===== config.mk =====
export PLATFORM = sky130hd
export DESIGN_NAME = pong_ball_ctrl
export DESIGN_NICKNAME = d
export VERILOG_FILES = /design/src/rtl/pong_ball_ctrl.sv
export SDC_FILE = /design/constraint.sdc
export NUM_CORES = 1
export LEC_CHECK = 0
export ABC_CLOCK_PERIOD_IN_PS = 7400
export CAP_MARGIN = 20
export CORE_MARGIN = 1
export CORE_UTILIZATION = 47
export CTS_CLUSTER_DIAMETER = 80
export DETAILED_ROUTE_END_ITERATION = 7
export PLACE_DENSITY = 0.69
export RECOVER_POWER = 100
export SLEW_MARGIN = 20
export SYNTH_ARGS = -nofsm -noshare
export SYNTH_HDL_FRONTEND = slang
export SYNTH_SLANG_ARGS = --single-unit

===== constraint.sdc =====
create_clock -name clk -period 7.4 [get_ports clk]
set_input_delay 0.74 -clock clk [delete_from_list [all_inputs] [get_ports clk]]
set_output_delay 0.74 -clock clk [all_outputs]
set_load 0.02 [all_outputs]

===== src/rtl/pong_ball_ctrl.sv =====
// Pong ball engine: per-tick motion, wall/paddle bounces, goal detection and serve sequencing.
// Optional build macro BALL_SPEEDUP_EN: each paddle hit raises |vx| by one up to MAX_SPEED.
module pong_ball_ctrl #(
    parameter int unsigned FIELD_W    = 640,
    parameter int unsigned FIELD_H    = 360,
    parameter int unsigned X_W        = 11,
    parameter int unsigned Y_W        = 10,
    parameter int unsigned BALL_SIZE  = 8,
    parameter int unsigned PAD_H      = 64,
    parameter int unsigned PAD_L_X    = 16,
    parameter int unsigned PAD_R_X    = 624,
    parameter int unsigned SPEED      = 1,
    parameter int unsigned MAX_SPEED  = 4,
    parameter int unsigned SERVE_WAIT = 60
) (
    input  logic           clk,
    input  logic           reset,
    input  logic           tick,
    input  logic           serve,
    input  logic [Y_W-1:0] bar_1_y,
    input  logic [Y_W-1:0] bar_2_y,
    output logic [X_W-1:0] x,
    output logic [Y_W-1:0] y,
    output logic           point_1,
    output logic           point_2,
    output logic           hit,
    output logic           in_play
);

    localparam int unsigned XS_W  = X_W + 1;
    localparam int unsigned YS_W  = Y_W + 2;
    localparam int unsigned CNT_W = (SERVE_WAIT > 1) ? $clog2(SERVE_WAIT) : 1;
    localparam int unsigned V_TOP = (MAX_SPEED > SPEED) ? MAX_SPEED : SPEED;
    localparam int unsigned V_W   = $clog2(V_TOP + 1);
    localparam int unsigned XC    = (FIELD_W - BALL_SIZE) / 2;
    localparam int unsigned YC    = (FIELD_H - BALL_SIZE) / 2;

    localparam logic signed [XS_W-1:0] X_ZERO   = '0;
    localparam logic signed [XS_W-1:0] BALL_X_S = XS_W'(BALL_SIZE);
    localparam logic signed [XS_W-1:0] PAD_L_S  = XS_W'(PAD_L_X);
    localparam logic signed [XS_W-1:0] PAD_R_S  = XS_W'(PAD_R_X);
    localparam logic signed [XS_W-1:0] X_MAX_S  = XS_W'(FIELD_W - BALL_SIZE);
    localparam logic signed [YS_W-1:0] Y_ZERO   = '0;
    localparam logic signed [YS_W-1:0] Y_SPD    = YS_W'(SPEED);
    localparam logic signed [YS_W-1:0] BALL_Y_S = YS_W'(BALL_SIZE);
    localparam logic signed [YS_W-1:0] PAD_H_S  = YS_W'(PAD_H);
    localparam logic signed [YS_W-1:0] Y_MAX_S  = YS_W'(FIELD_H - BALL_SIZE);

    localparam logic [1:0] S_IDLE  = 2'd0;
    localparam logic [1:0] S_WAIT  = 2'd1;
    localparam logic [1:0] S_PLAY  = 2'd2;
    localparam logic [1:0] S_SCORE = 2'd3;

    logic [1:0]       state_q, state_d;
    logic [CNT_W-1:0] cnt_q, cnt_d;
    logic [X_W-1:0]   x_q, x_d;
    logic [Y_W-1:0]   y_q, y_d;
    logic             vx_neg_q, vx_neg_d;
    logic [V_W-1:0]   vx_mag_q, vx_mag_d;
    logic             vy_neg_q, vy_neg_d;
    logic             point_1_q, point_1_d;
    logic             point_2_q, point_2_d;
    logic             hit_q, hit_d;
    logic             in_play_q, in_play_d;

    logic signed [XS_W-1:0] x_s, vx_s, nx;
    logic signed [YS_W-1:0] y_s, vy_s, ny, ny_bot;
    logic signed [YS_W-1:0] bar1_top, bar1_bot, bar2_top, bar2_bot;
    logic                   ov_1, ov_2, hit_l, hit_r, goal_1, goal_2;
    logic [V_W-1:0]         vx_mag_up;

`ifdef BALL_SPEEDUP_EN
    assign vx_mag_up = (vx_mag_q >= V_W'(MAX_SPEED)) ? V_W'(MAX_SPEED) : vx_mag_q + V_W'(1);
`else
    assign vx_mag_up = V_W'(SPEED);
`endif

    // Candidate position and contact/goal decisions for the current tick
    always_comb begin
        x_s      = $signed(XS_W'(x_q));
        vx_s     = vx_neg_q ? -$signed(XS_W'(vx_mag_q)) : $signed(XS_W'(vx_mag_q));
        nx       = x_s + vx_s;
        y_s      = $signed(YS_W'(y_q));
        vy_s     = vy_neg_q ? -Y_SPD : Y_SPD;
        ny       = y_s + vy_s;
        ny_bot   = ny + BALL_Y_S;
        bar1_top = $signed(YS_W'(bar_1_y));
        bar1_bot = bar1_top + PAD_H_S;
        bar2_top = $signed(YS_W'(bar_2_y));
        bar2_bot = bar2_top + PAD_H_S;
        ov_1     = (ny_bot > bar1_top) && (ny < bar1_bot);
        ov_2     = (ny_bot > bar2_top) && (ny < bar2_bot);
        hit_l    = vx_neg_q && (nx <= PAD_L_S) && ov_1;
        hit_r    = !vx_neg_q && ((nx + BALL_X_S) >= PAD_R_S) && ov_2;
        goal_2   = !hit_l && !hit_r && (nx <= X_ZERO);
        goal_1   = !hit_l && !hit_r && (nx >= X_MAX_S);
    end

    // Next-state and registered-output logic
    always_comb begin
        state_d   = state_q;
        cnt_d     = cnt_q;
        x_d       = x_q;
        y_d       = y_q;
        vx_neg_d  = vx_neg_q;
        vx_mag_d  = vx_mag_q;
        vy_neg_d  = vy_neg_q;
        point_1_d = 1'b0;
        point_2_d = 1'b0;
        hit_d     = 1'b0;

        case (state_q)
            S_IDLE: begin
                if (serve) begin
                    state_d = S_WAIT;
                end
            end
            S_WAIT: begin
                if (tick) begin
                    if (cnt_q == CNT_W'(SERVE_WAIT - 1)) begin
                        state_d = S_PLAY;
                        cnt_d   = '0;
                    end else begin
                        cnt_d = cnt_q + CNT_W'(1);
                    end
                end
            end
            S_PLAY: begin
                if (tick) begin
                    if (ny <= Y_ZERO) begin
                        y_d      = '0;
                        vy_neg_d = 1'b0;
                    end else if (ny >= Y_MAX_S) begin
                        y_d      = Y_W'(FIELD_H - BALL_SIZE);
                        vy_neg_d = 1'b1;
                    end else begin
                        y_d = Y_W'(ny);
                    end

                    if (hit_l) begin
                        x_d      = X_W'(PAD_L_X);
                        vx_neg_d = 1'b0;
                        vx_mag_d = vx_mag_up;
                        hit_d    = 1'b1;
                    end else if (hit_r) begin
                        x_d      = X_W'(PAD_R_X - BALL_SIZE);
                        vx_neg_d = 1'b1;
                        vx_mag_d = vx_mag_up;
                        hit_d    = 1'b1;
                    end else if (goal_2 || goal_1) begin
                        // Ball freezes at its last legal spot for the score cycle
                        x_d       = x_q;
                        y_d       = y_q;
                        vy_neg_d  = vy_neg_q;
                        point_1_d = goal_1;
                        point_2_d = goal_2;
                        state_d   = S_SCORE;
                    end else begin
                        x_d = X_W'(nx);
                    end
                end
            end
            S_SCORE: begin
                x_d      = X_W'(XC);
                y_d      = Y_W'(YC);
                vy_neg_d = 1'b1;
                vx_neg_d = point_2_q;
                vx_mag_d = V_W'(SPEED);
                cnt_d    = '0;
                state_d  = S_WAIT;
            end
            default: begin
                state_d = S_IDLE;
            end
        endcase

        in_play_d = (state_d == S_PLAY);
    end

    always_ff @(posedge clk) begin
        if (reset) begin
            state_q   <= S_IDLE;
            cnt_q     <= '0;
            x_q       <= X_W'(XC);
            y_q       <= Y_W'(YC);
            vx_neg_q  <= 1'b0;
            vx_mag_q  <= V_W'(SPEED);
            vy_neg_q  <= 1'b1;
            point_1_q <= 1'b0;
            point_2_q <= 1'b0;
            hit_q     <= 1'b0;
            in_play_q <= 1'b0;
        end else begin
            state_q   <= state_d;
            cnt_q     <= cnt_d;
            x_q       <= x_d;
            y_q       <= y_d;
            vx_neg_q  <= vx_neg_d;
            vx_mag_q  <= vx_mag_d;
            vy_neg_q  <= vy_neg_d;
            point_1_q <= point_1_d;
            point_2_q <= point_2_d;
            hit_q     <= hit_d;
            in_play_q <= in_play_d;
        end
    end

    assign x       = x_q;
    assign y       = y_q;
    assign point_1 = point_1_q;
    assign point_2 = point_2_q;
    assign hit     = hit_q;
    assign in_play = in_play_q;

endmodule


Yosys cells after proc, flatten, opt, wreduce, memory -nomap -nowiden
Cells that the tools add are included.
Widths: inputs -> output; s select.

storage, ports and cells
  bits in registers = 38
  bits of input ports = 24
  output and inout bits = 25
  word-level logic and storage cells = 104

operators by class
  add/sub/neg operators = 8
  $lt $le $gt $ge = 10
  equal/unequal tests = 9
  multiplexer cells = 42
  bitwise logic cells = 3
  reduce and logical (&&, ||, !) cells = 21

operators by type and width
  kind                   number
  $mux 10                6
  $mux 11                4
  $add 12x5->12 const B  2
  $ge 12x11->1 const B   2
  $gt 12x11->1           2
  $le 12x1->1 const B    2
  $lt 12x12->1           2
  $mux 12                2
  $add 10x7->11 const B  2
  $pmux 11 s2            1
  $pmux 10 s2            1
  $mux 2                 7
  $add 11x12->12         1
  $add 12x12->12         1
  $ge 12x10->1 const B   1
  $le 12x6->1 const B    1
  $mux 6                 2
  $neg 3->12             1
  $pmux 6 s2             1
  $mux 1                 11
  $logic_and 1x1->1      9
  $mux 3                 3
  $pmux 2 s4             1
  $add 6x1->6 const B    1
  other kinds (17)       27

Longest topological paths before layout
Gate-level depths: netlist (run 1).

  word-level depth = 17
  depth in mapped cells = 19
  mapped depth without buffers = 18

Least setup slack after synthesis (run 1)
No wires, ideal clock.

  kind = register to register
  start point = register vy_neg_q
  end point = register x_q[2] (netlist: x[2])
  arrival = 4.448 ns
  required time = 7.277 ns
  slack = 2.829 ns
  stages on the path, launching flop included = 19
  path buffers = 1
  clock period less this slack = 4.571 ns
  cell sequence = dfxtp_1 > ha_1 > a211oi_2 > o31ai_4 > a2111oi_0 > or3_1 > buf_2 > inv_1 > ha_1 > o2111ai_1 > nor2_1 > o41ai_1 > nand2_1 > maj3_1 > a2111oi_0 > o221ai_1 > or2_2 > and3_4 > a221o_2

on the way
  longest elaborated chain between the ends = 12
  elaborated cells on any way between the ends = 23
  classes of those cells = 2 x add/sub; 4 x order compare; 1 x eq/ne; 5 x mux; 11 x reduce/logical

ends and longest elaborated chain
  what                                         line    text
  from (decl)                                  60      logic vy_neg_q, vy_neg_d;
  from (signal assigned)                       200     vy_neg_q <= vy_neg_d;
  $mux 12 (*)                                  84      vy_s = vy_neg_q ? -Y_SPD : Y_SPD;
  $add 11x12->12 (*)                           85      ny = y_s + vy_s;
  $add 12x5->12                                86      ny_bot = ny + BALL_Y_S;
  $gt 12x11->1, on equally long branches       91, 92
  $logic_and 1x1->1, on equally long branches  91, 92
  $logic_and 1x1->1, on equally long branches  93, 94
  $logic_not 1->1                              95, 96
  $logic_and 1x1->1                            95, 96
  $logic_and 1x1->1, on equally long branches  95, 96
  $logic_or 1x1->1                             150     end else if (goal_2 || goal_1) begin
  $ne 4x4->1 (no source line)                  --
  $reduce_and 3->1 (no source line)            --
  to (signal assigned)                         184     x_q <= X_W'(XC);
  to (decl)                                    56      logic [X_W-1:0] x_q, x_d;

Mark *: on every way between the ends. The rest lies on a longest branch, timed or not. The select of a mux whose other input is x is not followed.
A chain may end at the register's enable or synchronous reset.

Worst setup path in the final report (run 1)
  start point = register vy_neg_q
  end point = register y_q[7] (netlist: y[7])

on the way
  longest elaborated chain between the ends = 12
  elaborated cells on any way between the ends = 28
  classes of those cells = 2 x add/sub; 6 x order compare; 1 x eq/ne; 8 x mux; 11 x reduce/logical

ends and longest elaborated chain
  what                                         line    text
  $mux 12 (*)                                  84
  $add 11x12->12 (*)                           85
  $add 12x5->12                                86
  $gt 12x11->1, on equally long branches       91, 92
  $logic_and 1x1->1, on equally long branches  91, 92
  $logic_and 1x1->1, on equally long branches  93, 94
  $logic_not 1->1                              95, 96
  $logic_and 1x1->1                            95, 96
  $logic_and 1x1->1, on equally long branches  95, 96
  $logic_or 1x1->1                             150
  $ne 4x4->1 (no source line)                  --
  $reduce_and 3->1 (no source line)            --
  to (signal assigned)                         185     y_q <= Y_W'(YC);
  to (signal assigned)                         197     y_q <= y_d;
  to (decl)                                    57      logic [Y_W-1:0] y_q, y_d;

Marked as above.

==> qor_table.md, run 1 <==
| Quantity | Value |
|---|---|
| Status | complete, no violations |
| Fill cell instance count of the final layout | 849 |
| Remaining global-route overflow | 0 |
| Area of placed instances | 4730 um^2 |
| Slowest-stage cell, CP | sky130_fd_sc_hd__nor2_1 |
| Highest-count cells in the layout ignoring fill and taps | 62 x sky130_fd_sc_hd__ha_1, 40 x sky130_fd_sc_hd__a21oi_1, 40 x sky130_fd_sc_hd__inv_1 |
| Global Route Usage Sum | 23.9% |
| Count of input and output buffers | 48 |
| Most common cell after layout, fill and taps aside | sky130_fd_sc_hd__ha_1 |
| Hold path startpoint | cnt_q[5] |
| Diodes inserted | 0 |
| Type of the tightest min-delay check | flip-flop to flip-flop |
| Share of synthesized cell area in and, or, nand and nor gates | 23.6% |
| Clock sinks | 35 |
| Maximum number of pins on one net before global-route repair | 17 |
| Number of cells on the worst hold path | 2 |
| Fraction of the mapped netlist area in compound gates | 28.4% |
| Die area | 9350 um^2 |
| P_leak | 1.99 nW |
| Total clock buffers created by CTS | 5 |
| # hold bufs at CTS | 0 |
| Setup slack, reg-to-reg | 1.38 ns |
| Most used DFF post-synth | sky130_fd_sc_hd__dfxtp_1 |
| Critical Path Sink Type | flip-flop |
| Gate count of the mapped netlist | 527 |
| CTS root buf | sky130_fd_sc_hd__clkbuf_8 |
| PwrDens | 82.8 nW/um^2 |
| Non-Filler Instances | 677 |
| Total iterations of the first detailed-routing run | 4 |
| Nature of the critical path startpoint | flip-flop |
| Category of the most critical setup path | flip-flop to flip-flop |
| Total instance count after detailed placement | 669 |
| Actual transition at the worst max-transition pin | 1.06 ns |
| Starting density of the core | 48.4% |
| Setup-failing EPs final | 0 |
| Largest voltage drop on the vdd net | 0.0600 mV |
| Number of DRC markers in iteration 0 | 234 |
| Hold worst-path end | cnt_q[5] |
| DP Wirelength | 9.05 mm |
| Main combinational cell family by area after synthesis | compound AO/OA/AOI/OAI gates |
| Number of synthesized flops with an enable pin | 0 |
| Area share of xor/xnor cells in the synthesized design | 4.57% |
| Routed Wire Length | 11.2 mm |
| Clock power frac | 37.9% |
| Fin area | 4810 um^2 |
| Comb power frac | 14.3% |
| Count of instances resized after the clock tree is built | 0 |
| CP required | 7.51 ns |
| Internal Dissipation | 0.000303 W |
| Avg Inst Size Synth | 8.00 um^2 |
| Worst r2r dst | y[7] |
| Syn nets | 615 |
| Antenna violations before repair | 0 |
| Cell Chain, Critical Path | ha_1 > a211oi_1 > nor2_1 > xor2_1 > ha_1 > o2111ai_1 > nor2_1 > xor2_1 > ha_1 > nand4_1 > o32ai_1 > a31oi_1 > or4_1 > o221ai_1 > nor3_4 > nor2_1 > o311ai_0 |
| Number of hold-slack violations in the final timing report | 0 |
| Net count, final | 656 |
| Number of setup buffers added after CTS | 0 |
| Vertical die dimension | 96.7 um |
| Length in cells of the worst reg-to-reg path | 17 |
| Routed via count | 4213 |
| Post-Route Setup TNS | 0 ns |
| Fraction of layout instances using a drive strength above 1 | 5.80% |
| Sequential power share | 47.8% |
| Switching part of the total | 23.9% |
| Setup repair after global routing missed its margin | no |
| Reg-to-reg startpoint | vy_neg_q |
| IO Pins | 49 |
| Sequential fraction of the synthesis area | 16.6% |
| Slew Limit Headroom | 29.3% |
| Wire length of the first global-routing pass | 18.7 mm |
| Final Wtd Congestion | 0.905 |
| FFs w/ async S/R, synth | 0% |
| Avg Vias per Cell | 6.22 |
| Worst hold margin | 0.496 ns |
| Arrival time of data at the critical path endpoint | 6.14 ns |
| Highest cell delay on the worst timing path | 0.82 ns |
| Maximum buffer depth of the clock tree | 2 |
| Antenna Nets Post-Route | 0 |
| Max Transition Viols Final | 0 |
| CTS H-tree depth | 2 |
| Number of max-cap violations | 0 |
| Portion of netlist area occupied by mux cells | 0.712% |
| Final standard cell utilization of the core | 55.1% |
| Crit path time final | 6.02 ns |
| Source-to-sink clock delay at the later pin of the worst-skew pair | 0.29 ns |
| Final setup skew | 0.00697 ns |
| Area growth from synthesis to layout | 14.0% |
| Adder-cell area share of the yosys netlist | 19.8% |
| Clock transition at the registers of the reported paths | 0.07 ns |
| Achievable Freq | 166 MHz |
| Die width | 96.7 um |
| Tcrit/Tclk final | 81.4% |
| Synth Cell Area | 4220 um^2 |
| Detailed-route DRC error count | 0 |
| Buffers and inverters on the worst path | 0 |
| #FFs+latches synth | 35 |
| Category of cells accounting for the largest share of critical-path delay | simple AND/OR/NAND/NOR gates |
| Net switching power | 0.0000952 W |
| Drt wl/cell | 16.6 um |
| Number of warnings reported in the yosys synthesis log | 0 |
| Number of placement rows | 34 |
| TritonCTS clock tree | done |
| CP Max Fanout | 15 |
| Number of global-route vias before repair | 3929 |
| Core Area | 8720 um^2 |
| Library cells used by synthesis | 85 |
[power groups by stage]
stage                     combinational [W]  clock, W  sequential [W]
after floorplan                   0.0000332         0        0.000194
after global placement            0.0000559         0        0.000195
after detailed placement          0.0000562         0        0.000195
after CTS                         0.0000566  0.000151        0.000190
after global routing              0.0000630  0.000161        0.000190
final                             0.0000568  0.000151        0.000190
[layout make-up]
| type | instances | area (um^2) | share of cell area, % |
|---|---|---|---|
| Timing Repair Buffer | 50 | 495 | 10.3 |
| Inverter | 40 | 150 | 3.12 |
| Tap cell | 108 | 135 | 2.81 |
| Sequential cell | 35 | 701 | 14.6 |
| Clock buffer | 8 | 100 | 2.08 |
| Multi-Input combinational cell | 436 | 3230 | 67.1 |
[per-stage QoR]
stage	setup slack, ns	power [W]
detailed placement	1.90	0.000251
finish	1.38	0.000398
CTS	1.86	0.000398
global placement	1.95	0.000250
global route	0.920	0.000414
floorplan	2.83	0.000228
[how the worst max path moves through the flow]
stage / from / to / slack, ns / depth (start not counted)
final: vy_neg_q / y[7] / 1.38 / 17
after floorplan: vy_neg_q / x[2] / 2.83 / 18
after global routing: vy_neg_q / y[5] / 0.92 / 17
after detailed placement: vy_neg_q / y[7] / 1.90 / 17
after CTS: vy_neg_q / y[7] / 1.86 / 17
after global placement: vy_neg_q / y[5] / 1.95 / 17
[worst min-delay path, delay by kind of cell (launching register included)]
kind,cells,cell delay (ns)
compound gates,2,0.13
flops,1,0.32
[synthesized netlist by cell type, types with 3 or more instances]
cell type                   count  area (um^2)
sky130_fd_sc_hd__nand4b_1       3         26.3
sky130_fd_sc_hd__a31oi_1        6         37.5
sky130_fd_sc_hd__a2111oi_0      7         61.3
sky130_fd_sc_hd__buf_6          5         56.3
sky130_fd_sc_hd__nor3_1        13         65.1
sky130_fd_sc_hd__inv_1         40          150
sky130_fd_sc_hd__nand3_1       27          135
sky130_fd_sc_hd__o21a_1         3         22.5
sky130_fd_sc_hd__nor2_1        35          131
sky130_fd_sc_hd__ha_1          62          776
sky130_fd_sc_hd__a21oi_1       40          200
sky130_fd_sc_hd__nand2b_1       3         18.8
sky130_fd_sc_hd__o21ai_0       32          160
sky130_fd_sc_hd__or3_1          6         37.5
sky130_fd_sc_hd__or4_1          4         30.0
sky130_fd_sc_hd__a221oi_1       3         26.3
sky130_fd_sc_hd__xnor2_1       14          123
sky130_fd_sc_hd__a21boi_0       3         22.5
sky130_fd_sc_hd__nand2_1       31          116
sky130_fd_sc_hd__nand4_1       12         75.1
sky130_fd_sc_hd__mux2i_1        3         30.0
sky130_fd_sc_hd__xor2_1         8         70.1
sky130_fd_sc_hd__and3_1         9         56.3
sky130_fd_sc_hd__o211ai_1       8         60.1
sky130_fd_sc_hd__nor2b_1        6         37.5
sky130_fd_sc_hd__a211oi_1       7         52.6
sky130_fd_sc_hd__o2111ai_1      4         35.0
sky130_fd_sc_hd__a21o_1         8         60.1
sky130_fd_sc_hd__and2_1         7         43.8
sky130_fd_sc_hd__clkbuf_1       6         22.5
sky130_fd_sc_hd__dfxtp_1       35          701
sky130_fd_sc_hd__o311ai_0       5         43.8
[metal layers]
metal | vias up | part of all wire, % | GRT usage, %
met5 | - | 0 | 0
met4 | 0 | 2.3 | 8.04
met3 | 20 | 4.6 | 2.17
met2 | 137 | 44 | 37.6
met1 | 1959 | 49 | 34.2
li1 | 2097 | - | -
[state kept, by name, summed over array words and instances, names as in the netlist]
signal    flops
x            11
y            10
cnt_q         6
state_q       2
hit           1
in_play       1
point_1       1
point_2       1
vx_neg_q      1
vy_neg_q      1
[cells by family (layout without fill, tap and decap cells)]
group / count (synthesis) / in the layout
AND/OR/NAND/NOR: 179 / 179
AO/OA/AOI/OAI: 166 / 166
adder cells (fa/ha/maj): 66 / 66
buffers and inverters: 56 / 98
flip-flops: 35 / 35
XOR/XNOR: 22 / 22
multiplexers: 3 / 3
(Power assumes the default switching activity.)
==> inputs of run 2 (changes only) <==
--- a/config.mk
+++ b/config.mk
@@ -5,7 +5,7 @@
 export SDC_FILE = /design/constraint.sdc
 export NUM_CORES = 1
 export LEC_CHECK = 0
-export ABC_CLOCK_PERIOD_IN_PS = 7400
+export ABC_CLOCK_PERIOD_IN_PS = 6200
 export CAP_MARGIN = 20
 export CORE_MARGIN = 1
 export CORE_UTILIZATION = 47
==> constraint.sdc (replaced) <==
create_clock -name clk -period 6.2 [get_ports clk]
set_input_delay 0.62 -clock clk [delete_from_list [all_inputs] [get_ports clk]]
set_output_delay 0.62 -clock clk [all_outputs]
set_load 0.02 [all_outputs]
==> run 2 against run 1 <==
Net effect: register-to-register slack worse by 0.86 ns; non-clock buffer count rose by 1; final cell count increased by 0.15%; highest routed layer unchanged; critical path depth unchanged; worst setup slack worse by 0.86 ns; critical path type unchanged; global-route usage is 0.19 points lower; die area unchanged; sequential cell count is the same; first-iteration DRC count decreased by 3.0%; sequential share of layout area about the same.
==> qor_table.md, run 2 (synthesis gave the netlist of run 1 again) <==
| Quantity | Value | Change |
|---|---|---|
| Flip-flop count of the largest register, all copies and words added | 11 | unchanged |
| Fill cell instance count of the final layout | 809 | -4.7% |
| Slew Limit Headroom | 46.0% | +17 points |
| Number of max-cap violations | 0 | unchanged |
| PwrDens | 99.0 nW/um^2 | +20% |
| Total instance count after detailed placement | 670 | +0.15% |
| Cell Chain, Critical Path | ha_1 > a211oi_2 > nor2_1 > xor2_1 > ha_1 > o2111ai_1 > nor2_1 > xor2_1 > ha_1 > nand4_1 > o32ai_1 > a31oi_1 > or4_1 > o221ai_1 > nor3_1 > nor2_2 > o311ai_0 |  |
| Most numerous cell on the critical path | sky130_fd_sc_hd__ha_1 |  |
| Most common cell after layout, fill and taps aside | sky130_fd_sc_hd__ha_1 |  |
| CP required | 6.33 ns | -1.18 ns |
| # hold bufs at CTS | 0 | unchanged |
| CTS root buf | sky130_fd_sc_hd__clkbuf_8 |  |
| Total iterations of the first detailed-routing run | 5 | +1 |
| Global Route Usage Sum | 23.7% | -0.19 points |
| Type of the tightest min-delay check | flip-flop to flip-flop |  |
| Count of input and output buffers | 48 | unchanged |
| Wire length of the first global-routing pass | 18.7 mm | -0.33% |
| CTS H-tree depth | 2 | unchanged |
| Final setup skew | 0.00441 ns | -0.00256 ns |
| Detailed-route DRC error count | 0 | unchanged |
| Achievable Freq | 176 MHz | +5.9% |
| Number of DRC markers in iteration 0 | 227 | -3.0% |
| Crit path time final | 5.69 ns | -0.338 ns |
| Category of cells accounting for the largest share of critical-path delay | simple AND/OR/NAND/NOR gates |  |
| Max Transition Viols Final | 0 | unchanged |
| Worst setup margin | 0.515 ns | -0.862 ns |
| Drt wl/cell | 16.6 um | -0.31% |
| Non-Filler Instances | 678 | +0.15% |
| Critical Path Sink Type | flip-flop |  |
| Number of placement rows | 34 | unchanged |
| Clock transition at the registers of the reported paths | 0.07 ns | about the same |
| Arrival time of data at the critical path endpoint | 5.82 ns | -0.32 ns |
| Number of global-route vias before repair | 3947 | +0.46% |
| Clock sinks | 35 | unchanged |
| Avg Vias per Cell | 6.17 | -0.93% |
| Number of hold-slack violations in the final timing report | 0 | unchanged |
| Setup-failing EPs final | 0 | unchanged |
| Count of instances resized after the clock tree is built | 0 | unchanged |
| TritonCTS clock tree | done |  |
| Source-to-sink clock delay at the later pin of the worst-skew pair | 0.28 ns | about the same |
| Buffers and inverters on the worst path | 0 | unchanged |
| Status | complete, no violations |  |
| Nature of the critical path startpoint | flip-flop |  |
| Diodes inserted | 0 | unchanged |
| Setup repair after global routing missed its margin | no |  |
| Maximum buffer depth of the clock tree | 2 | unchanged |
| Maximum number of pins on one net before global-route repair | 17 | unchanged |
| Total clock buffers created by CTS | 5 | unchanged |
| Area growth from synthesis to layout | 14.1% | about the same |
| Net count, final | 657 | +0.15% |
| Highest cell delay on the worst timing path | 0.72 ns | -0.10 ns |
| CP Max Fanout | 15 | unchanged |
| Starting density of the core | 48.4% | unchanged |
| Slowest-stage cell, CP | sky130_fd_sc_hd__dfxtp_1 |  |
| Highest-count cells in the layout ignoring fill and taps | 62 x sky130_fd_sc_hd__ha_1, 40 x sky130_fd_sc_hd__a21oi_1, 40 x sky130_fd_sc_hd__inv_1 |  |
| IO Pins | 49 | unchanged |
| Actual transition at the worst max-transition pin | 0.805 ns | -0.253 ns |
| DP Wirelength | 9.01 mm | -0.50% |
| Antenna Nets Post-Route | 0 | unchanged |
| Remaining global-route overflow | 0 | unchanged |
| Post-Route Setup TNS | 0 ns | unchanged |
| Tcrit/Tclk final | 91.7% | +10 points |
| Routed via count | 4180 | -0.78% |
| Worst-case setup slack after placement | 0.645 ns | -1.25 ns |
| P_leak | 1.97 nW | -0.71% |
| Overall power after layout | 0.000476 W | +20% |
| Category of the most critical setup path | flip-flop to flip-flop |  |
| Largest voltage drop on the vdd net | 0.0993 mV | +66% |
| Core Area | 8720 um^2 | unchanged |
| Die width | 96.7 um | unchanged |
| Routed Wire Length | 11.2 mm | -0.16% |
| Fraction of layout instances using a drive strength above 1 | 6.14% | +0.34 points |
| Antenna violations before repair | 0 | unchanged |
| Vertical die dimension | 96.7 um | unchanged |
| Number of setup buffers added after CTS | 0 | unchanged |
| Die area | 9350 um^2 | unchanged |
| Final Wtd Congestion | 0.907 | +0.18% |
run 2: changes by cell type in the layout (fill, tap and decap cells not counted), sizes merged:
cell	previous run	this run
buf	2	3
run 2: report_power, final:
| part | switching, W | internal [W] | leakage [nW] |
|---|---|---|---|
| Combinational | 0.0000332 | 0.0000342 | 1.64 |
| Clock | 0.0000805 | 0.000101 | 0.0515 |
| Sequential | 0.00000134 | 0.000226 | 0.283 |
| Total | 0.000115 | 0.000361 | 1.97 |
run 2: tightest hold or removal path, stage by stage (launching register included):
cell                      delay [ns]
sky130_fd_sc_hd__dfxtp_1        0.33
sky130_fd_sc_hd__o21ai_0        0.07
sky130_fd_sc_hd__a21oi_1        0.06
run 2: metal layers:
layer | share of wire [%] | global-route usage, % | wire (um) | vias to the layer above
met5 | 0 | 0 | 0 | -
met4 | 1.7 | 7.00 | 192 | 0
met3 | 3.5 | 1.30 | 396 | 17
met2 | 45 | 38.3 | 5060 | 93
met1 | 50 | 34.1 | 5580 | 1970
li1 | - | - | - | 2100
run 2: cell type report:
| type | count | area [um^2] | area share (%) |
|---|---|---|---|
| sequential | 35 | 701 | 14.6 |
| inverter | 40 | 150 | 3.12 |
| timing repair buffer | 51 | 503 | 10.5 |
| clock buffer | 8 | 100 | 2.08 |
| multi-input combinational | 436 | 3220 | 67.0 |
| tap | 108 | 135 | 2.81 |
run 2: worst paths after layout:
| kind | start | slack (ns) | endpoint | cells past startpoint |
|---|---|---|---|---|
| worst max-delay path | vy_neg_q | 0.51 | y[5] | 17 |
| worst min-delay path | cnt_q[5] | 0.50 | cnt_q[5] | 2 |
| worst max register to register | vy_neg_q | 0.51 | y[5] | 17 |
| worst min register to register | cnt_q[5] | 0.50 | cnt_q[5] | 2 |
run 2: through the flow:
step	cell area, um^2	utilization, %	hold slack (ns)
global route	4810	55.2	0.534
global placement	4740	54.4	0.480
CTS	4840	55.5	0.507
detailed placement	4740	54.4	0.489
finish	4810	55.2	0.499
floorplan	4220	-	0.458
